==> src/rtl/apb3_master_arbiter_if.sv <==
// APB3 bus between the arbitrating master and one slave.
interface apb3_master_arbiter_if #(
    parameter int N_BIT_DATA    = 32,
    parameter int N_BIT_ADDRESS = 32
);
    logic                     PSEL;
    logic                     PENABLE;
    logic                     PWRITE;
    logic [N_BIT_ADDRESS-1:0] PADDR;
    logic [N_BIT_DATA-1:0]    PWDATA;
    logic [N_BIT_DATA-1:0]    PRDATA;
    logic                     PREADY;
    logic                     PSLVERR;

    modport master (
        output PSEL, PENABLE, PWRITE, PADDR, PWDATA,
        input  PRDATA, PREADY, PSLVERR
    );

    modport slave (
        input  PSEL, PENABLE, PWRITE, PADDR, PWDATA,
        output PRDATA, PREADY, PSLVERR
    );
endinterface

==> src/rtl/apb3_master_arbiter.sv <==
// Round-robin arbiter sharing one APB3 slave among N_REQ requesters.
// Sequences IDLE/SETUP/ACCESS, honours wait states and aborts hung transfers.
module apb3_master_arbiter #(
    parameter int N_BIT_DATA     = 32,
    parameter int N_BIT_ADDRESS  = 32,
    parameter int N_REQ          = 2,
    parameter int TIMEOUT_CYCLES = 16
) (
    input  logic                           PCLK,
    input  logic                           PRESETn,
    input  logic [N_REQ-1:0]               req_valid,
    input  logic [N_REQ-1:0]               req_write,
    input  logic [N_REQ*N_BIT_ADDRESS-1:0] req_addr,
    input  logic [N_REQ*N_BIT_DATA-1:0]    req_wdata,
    output logic [N_REQ-1:0]               rsp_valid,
    output logic [N_BIT_DATA-1:0]          rsp_rdata,
    output logic                           rsp_err,
    output logic [1:0]                     dbg_state,
    apb3_master_arbiter_if.master          apb
);
    localparam int GW = (N_REQ > 1) ? $clog2(N_REQ) : 1;
    localparam int CW = (TIMEOUT_CYCLES > 0) ? $clog2(TIMEOUT_CYCLES + 1) : 1;

    typedef enum logic [1:0] {
        ST_IDLE   = 2'd0,
        ST_SETUP  = 2'd1,
        ST_ACCESS = 2'd2
    } state_t;

    state_t                   r_state,     w_state;
    logic [GW-1:0]            r_grant,     w_grant;
    logic [GW-1:0]            r_ptr,       w_ptr;
    logic [CW-1:0]            r_cnt,       w_cnt;
    logic                     r_psel,      w_psel;
    logic                     r_penable,   w_penable;
    logic                     r_pwrite,    w_pwrite;
    logic [N_BIT_ADDRESS-1:0] r_paddr,     w_paddr;
    logic [N_BIT_DATA-1:0]    r_pwdata,    w_pwdata;
    logic [N_REQ-1:0]         r_rsp_valid, w_rsp_valid;
    logic [N_BIT_DATA-1:0]    r_rsp_rdata, w_rsp_rdata;
    logic                     r_rsp_err,   w_rsp_err;

    logic [N_REQ-1:0]         w_eligible;
    logic                     w_found;
    logic [GW-1:0]            w_pick;
    int                       w_idx;

    // A requester whose completion pulse is on the bus this cycle is still
    // holding req_valid; masking it prevents re-granting the finished transfer.
    always_comb begin
        w_eligible = req_valid & ~r_rsp_valid;
        w_found    = 1'b0;
        w_pick     = '0;
        w_idx      = 0;
        for (int i = 0; i < N_REQ; i++) begin
            w_idx = int'(r_ptr) + i;
            if (w_idx >= N_REQ) w_idx = w_idx - N_REQ;
            if (!w_found && w_eligible[w_idx]) begin
                w_found = 1'b1;
                w_pick  = GW'(w_idx);
            end
        end
    end

    always_comb begin
        w_state     = r_state;
        w_grant     = r_grant;
        w_ptr       = r_ptr;
        w_cnt       = r_cnt;
        w_psel      = r_psel;
        w_penable   = r_penable;
        w_pwrite    = r_pwrite;
        w_paddr     = r_paddr;
        w_pwdata    = r_pwdata;
        w_rsp_valid = '0;
        w_rsp_rdata = r_rsp_rdata;
        w_rsp_err   = r_rsp_err;
        case (r_state)
            ST_IDLE: begin
                if (w_found) begin
                    w_state   = ST_SETUP;
                    w_grant   = w_pick;
                    w_ptr     = (int'(w_pick) == N_REQ - 1) ? '0 : w_pick + GW'(1);
                    w_psel    = 1'b1;
                    w_penable = 1'b0;
                    w_pwrite  = req_write[w_pick];
                    w_paddr   = req_addr[int'(w_pick)*N_BIT_ADDRESS +: N_BIT_ADDRESS];
                    w_pwdata  = req_wdata[int'(w_pick)*N_BIT_DATA +: N_BIT_DATA];
                end
            end
            ST_SETUP: begin
                w_state   = ST_ACCESS;
                w_penable = 1'b1;
                w_cnt     = CW'(1);
            end
            ST_ACCESS: begin
                if (apb.PREADY) begin
                    w_state              = ST_IDLE;
                    w_psel               = 1'b0;
                    w_penable            = 1'b0;
                    w_cnt                = '0;
                    w_rsp_valid[r_grant] = 1'b1;
                    w_rsp_rdata          = r_pwrite ? '0 : apb.PRDATA;
                    w_rsp_err            = apb.PSLVERR;
                end else if ((TIMEOUT_CYCLES != 0) && (r_cnt == CW'(TIMEOUT_CYCLES))) begin
                    w_state              = ST_IDLE;
                    w_psel               = 1'b0;
                    w_penable            = 1'b0;
                    w_cnt                = '0;
                    w_rsp_valid[r_grant] = 1'b1;
                    w_rsp_rdata          = '0;
                    w_rsp_err            = 1'b1;
                end else begin
                    w_cnt = r_cnt + CW'(1);
                end
            end
            default: w_state = ST_IDLE;
        endcase
    end

    always_ff @(posedge PCLK) begin
        if (!PRESETn) begin
            r_state     <= ST_IDLE;
            r_grant     <= '0;
            r_ptr       <= '0;
            r_cnt       <= '0;
            r_psel      <= 1'b0;
            r_penable   <= 1'b0;
            r_pwrite    <= 1'b0;
            r_paddr     <= '0;
            r_pwdata    <= '0;
            r_rsp_valid <= '0;
            r_rsp_rdata <= '0;
            r_rsp_err   <= 1'b0;
        end else begin
            r_state     <= w_state;
            r_grant     <= w_grant;
            r_ptr       <= w_ptr;
            r_cnt       <= w_cnt;
            r_psel      <= w_psel;
            r_penable   <= w_penable;
            r_pwrite    <= w_pwrite;
            r_paddr     <= w_paddr;
            r_pwdata    <= w_pwdata;
            r_rsp_valid <= w_rsp_valid;
            r_rsp_rdata <= w_rsp_rdata;
            r_rsp_err   <= w_rsp_err;
        end
    end

    assign apb.PSEL    = r_psel;
    assign apb.PENABLE = r_penable;
    assign apb.PWRITE  = r_pwrite;
    assign apb.PADDR   = r_paddr;
    assign apb.PWDATA  = r_pwdata;
    assign rsp_valid   = r_rsp_valid;
    assign rsp_rdata   = r_rsp_rdata;
    assign rsp_err     = r_rsp_err;
    assign dbg_state   = r_state;
endmodule

==> src/flat_wrapper.sv <==
// flat-port wrapper written by rule: the top's interface ports become plain ports
module apb3_master_arbiter_flat 
#(
    parameter int N_BIT_DATA     = 32,
    parameter int N_BIT_ADDRESS  = 32,
    parameter int N_REQ          = 2,
    parameter int TIMEOUT_CYCLES = 16
)
  (PCLK, PRESETn, req_valid, req_write, req_addr, req_wdata, rsp_valid, rsp_rdata, rsp_err, dbg_state, apb_PSEL, apb_PENABLE, apb_PWRITE, apb_PADDR, apb_PWDATA, apb_PRDATA, apb_PREADY, apb_PSLVERR);
  apb3_master_arbiter_if #(.N_BIT_DATA(N_BIT_DATA), .N_BIT_ADDRESS(N_BIT_ADDRESS)) apb_i ();
  input  logic PCLK;
  input  logic PRESETn;
  input  logic [N_REQ-1:0] req_valid;
  input  logic [N_REQ-1:0] req_write;
  input  logic [N_REQ*N_BIT_ADDRESS-1:0] req_addr;
  input  logic [N_REQ*N_BIT_DATA-1:0] req_wdata;
  output logic [N_REQ-1:0] rsp_valid;
  output logic [N_BIT_DATA-1:0] rsp_rdata;
  output logic rsp_err;
  output logic [1:0] dbg_state;
  output wire logic [$bits(apb_i.PSEL)-1:0] apb_PSEL;
  output wire logic [$bits(apb_i.PENABLE)-1:0] apb_PENABLE;
  output wire logic [$bits(apb_i.PWRITE)-1:0] apb_PWRITE;
  output wire logic [$bits(apb_i.PADDR)-1:0] apb_PADDR;
  output wire logic [$bits(apb_i.PWDATA)-1:0] apb_PWDATA;
  input wire logic [$bits(apb_i.PRDATA)-1:0] apb_PRDATA;
  input wire logic [$bits(apb_i.PREADY)-1:0] apb_PREADY;
  input wire logic [$bits(apb_i.PSLVERR)-1:0] apb_PSLVERR;
  assign apb_PSEL = apb_i.PSEL;
  assign apb_PENABLE = apb_i.PENABLE;
  assign apb_PWRITE = apb_i.PWRITE;
  assign apb_PADDR = apb_i.PADDR;
  assign apb_PWDATA = apb_i.PWDATA;
  assign apb_i.PRDATA = apb_PRDATA;
  assign apb_i.PREADY = apb_PREADY;
  assign apb_i.PSLVERR = apb_PSLVERR;
  apb3_master_arbiter #(.N_BIT_DATA(N_BIT_DATA), .N_BIT_ADDRESS(N_BIT_ADDRESS), .N_REQ(N_REQ), .TIMEOUT_CYCLES(TIMEOUT_CYCLES)) u_core (.PCLK(PCLK), .PRESETn(PRESETn), .req_valid(req_valid), .req_write(req_write), .req_addr(req_addr), .req_wdata(req_wdata), .rsp_valid(rsp_valid), .rsp_rdata(rsp_rdata), .rsp_err(rsp_err), .dbg_state(dbg_state), .apb(apb_i));
endmodule
==> config.mk <==
export PLATFORM = sky130hd
export DESIGN_NAME = apb3_master_arbiter_flat
export DESIGN_NICKNAME = d
export VERILOG_FILES = /design/src/rtl/apb3_master_arbiter_if.sv /design/src/rtl/apb3_master_arbiter.sv /design/src/flat_wrapper.sv
export SDC_FILE = /design/constraint.sdc
export NUM_CORES = 1
export LEC_CHECK = 0
export ABC_AREA = 1
export CAP_MARGIN = 10
export CORE_MARGIN = 2
export CORE_UTILIZATION = 36
export CTS_BUF_LIST = sky130_fd_sc_hd__clkbuf_8 sky130_fd_sc_hd__clkbuf_16
export DETAILED_ROUTE_END_ITERATION = 10
export HOLD_SLACK_MARGIN = 0.02
export PLACE_DENSITY = 0.72
export SLEW_MARGIN = 5
export SYNTH_ARGS = -nofsm -noshare
export SYNTH_HDL_FRONTEND = slang
export SYNTH_SLANG_ARGS = --single-unit
==> constraint.sdc <==
create_clock -name PCLK -period 1.9 [get_ports PCLK]
set_input_delay 0.38 -clock PCLK [delete_from_list [all_inputs] [get_ports PCLK]]
set_output_delay 0.38 -clock PCLK [all_outputs]
set_load 0.03 [all_outputs]
==> results.json <==
{
  "status": "finished clean",
  "via_per_inst": 4.73,
  "fin_ws_ps": 70.9,
  "firstDrtPassIters": 4,
  "cp_cell_sequence": "clkdlybuf4s50_1",
  "finalWeightedCongestion": 0.804,
  "clk_latency_ps": 350,
  "drc": 0,
  "drv_slew": 0,
  "rsz0062_at_grt": "no",
  "yosysTopAreaCell": "dfxtp_1",
  "synth_seq_cells": 111,
  "maxSlewHeadroom_pct": 74.6,
  "track_usage_pct": 21.6,
  "maxCapViolCount": 0,
  "crit_fanout": 4,
  "yosys_warnings": 0,
  "max_freq_mhz": 547,
  "ant_nets": 0,
  "avgSynthCellArea_um2": 6.79,
  "preCtsSetupSlack_ps": 39.5,
  "intPower_w": 0.00489,
  "ctsRootBufferMaster": "clkbuf_16",
  "crit_family": "buffers and inverters",
  "grt_start_max_net_pins": 68,
  "total_power_w": 0.00765,
  "antenna_found_initial": 0,
  "hp-class": "flop to flop",
  "clock_sinks": 111,
  "min_from": "u_core.r_grant$_SDFFE_PN0P_",
  "slowest_stage": "clkdlybuf4s50_1",
  "p_per_area_nw_per_um2": 926,
  "power.switching_w": 0.00275,
  "p_comb_share_pct": 38.3,
  "crit_buf_inv": 1,
  "ys_seq_area_share_pct": 44.4,
  "fp.dieH_um": 122,
  "worst-setup-path-type": "flop to primary output",
  "vias": 5539,
  "die_w_um": 122,
  "drt-total-wl_mm": 16.6,
  "die_area_um2": 14900,
  "period_share_pct": 96.3,
  "worstMarginPinSlew_ps": 380,
  "p_leak_nw": 3.38,
  "core.rowCount": 43,
  "yosysTopAreaCellShare_pct": 44.4,
  "clockPowerShare_pct": 25.5,
  "ys_top_cells_by_area": "dfxtp_1, nand2_1, nand3_1",
  "cp.required_ps": 1520,
  "slowest_delay_ps": 720,
  "clkTransAtPathRegs_ps": 80,
  "cp-startpoint": "u_core.dbg_state[0]$_SDFFE_PN0P_",
  "clock_skew_ps": 8.48,
  "syn_inst": 737,
  "grt_pass1_vias": 5088,
  "seqPwrFrac_pct": 36.2,
  "grt_pass1_wl_mm": 25.6,
  "drt_iter0_markers": 373,
  "diodes": 0,
  "htree_levels": 3,
  "tns_ps": 0,
  "syn-num-nets": 911,
  "fin_util_pct": 60.2,
  "post-cts-setup-buffers": 0,
  "startpoint_type": "flop",
  "peakVddDrop_mv": 0.560,
  "gr-total-overflow": 0,
  "avgRoutedWirePerCell_um": 14.2,
  "end_kind": "primary output",
  "area_growth_pct": 65.1,
  "cts_buffer_depth": 2,
  "initial_core_util_pct": 36.5,
  "tritoncts": "yes",
  "syn_area_um2": 5000,
  "nets": 1159,
  "io_pins": 272,
  "p_sw_share_pct": 36.0,
  "coreArea_um2": 13700,
  "drive_gt1_share_pct": 4.75,
  "finalHoldViolCount": 0,
  "yosys.cell_types.count": 20,
  "rr_startpoint": "u_core.dbg_state[0]$_SDFFE_PN0P_",
  "io_buffer_count": 271,
  "n_fill_cell": 1305,
  "cts_made_buffers": 9,
  "hpwlAfterDp_mm": 12.0,
  "arrival_ps": 1450,
  "setup_viol": 0,
  "fin_crit_ps": 1830
}
[placed cells by master, fill, tap and decap left out]
| cell type | instances |
|---|---|
| a21oi_1 | 70 |
| a21oi_4 | 1 |
| a31oi_1 | 1 |
| buf_12 | 9 |
| buf_4 | 13 |
| bufinv_16 | 1 |
| clkbuf_16 | 9 |
| clkdlybuf4s50_1 | 270 |
| clkinv_4 | 2 |
| clkinvlp_4 | 2 |
| dfxtp_1 | 111 |
| dlygate4sd2_1 | 1 |
| ha_1 | 6 |
| inv_1 | 16 |
| inv_2 | 4 |
| inv_6 | 2 |
| nand2_1 | 309 |
| nand2_2 | 1 |
| nand3_1 | 103 |
| nand3_2 | 2 |
| nand4_1 | 4 |
| nor2_1 | 13 |
| nor2_2 | 1 |
| o21ai_0 | 28 |
| o21ai_1 | 7 |
| o31ai_1 | 1 |
| xor2_1 | 3 |
[sequential cells by signal, indices dropped and copies added, names as in the netlist]
| register | flops |
|---|---|
| u_core.apb.PADDR | 32 |
| u_core.apb.PENABLE | 1 |
| u_core.apb.PSEL | 1 |
| u_core.apb.PWDATA | 32 |
| u_core.apb.PWRITE | 1 |
| u_core.dbg_state | 2 |
| u_core.r_cnt | 5 |
| u_core.r_grant | 1 |
| u_core.r_ptr | 1 |
| u_core.rsp_err | 1 |
| u_core.rsp_rdata | 32 |
| u_core.rsp_valid | 2 |
[worst paths after layout]
| kind | end | slack [ps] | depth (start not counted) |
|---|---|---|---|
| min | u_core.rsp_valid[0]$_SDFF_PN0_ | 450 | 1 |
| max reg2reg | u_core.apb.PADDR[0]$_SDFFE_PN0P_ | 320 | 8 |
| min reg2reg | u_core.rsp_valid[0]$_SDFF_PN0_ | 450 | 1 |
| max | dbg_state[0] | 70 | 1 |
[power by group through the flow]
stage | Sequential [W] | Clock [W] | Combinational (W)
2_1_floorplan | 0.00335 | 0 | 0.00114
3_3_place_gp | 0.00281 | 0 | 0.00295
3_5_place_dp | 0.00282 | 0 | 0.00296
4_1_cts | 0.00277 | 0.00199 | 0.00296
5_1_grt | 0.00280 | 0.00208 | 0.00320
6_report | 0.00277 | 0.00195 | 0.00293
[area by class of cell]
class	count	area (um2)	area share [%]
timing repair buffer	293	2990	36.2
multi-input combinational	550	2440	29.5
sequential	111	2220	26.9
clock buffer	9	225	2.73
tap	180	225	2.73
clock inverter	7	80.1	0.970
inverter	20	75.1	0.909
[layer usage]
layer,global-route usage (%),vias to the layer above,wire length [um]
li1,-,2875,-
met1,25.9,2438,7150
met2,36.6,206,7510
met3,7.12,20,1610
met4,7.11,0,324
met5,0,-,0
[synth_stat cells, drive strengths merged]
cell      n
nor2     14
o21ai    35
xor2      3
nand3   105
ha        6
a31oi     1
clkbuf   22
nand4     4
nand2   310
a21oi    71
dfxtp   111
inv      20
buf      34
o31ai     1
[cells by family (layout without fill, tap and decap cells)]
group	Yosys count	after routing	share of synthesized area, %
compound gates	108	108	11.0
xor+xnor	3	3	0.525
fa+ha+maj	6	6	1.50
buf+inv	76	329	7.06
flops	111	111	44.4
simple gates	433	433	35.5
[timing repair]
item | 4_1_cts | 5_1_grt
endpoints found under the hold margin | 0 | 0
hold buffers | 0 | 0
endpoints found under the setup margin | 1 | 0
resized for setup | 1 | 0
[metrics by stage]
stage	cells	instance area [um2]	hold WS, ps
after global routing	1170	8260	470
after CTS	1170	8260	442
after global placement	1154	7950	428
after detailed placement	1154	7950	428
after floorplan	737	5000	413
final	1170	8260	446
No activity file was read; power rests on OpenSTA's default activity.
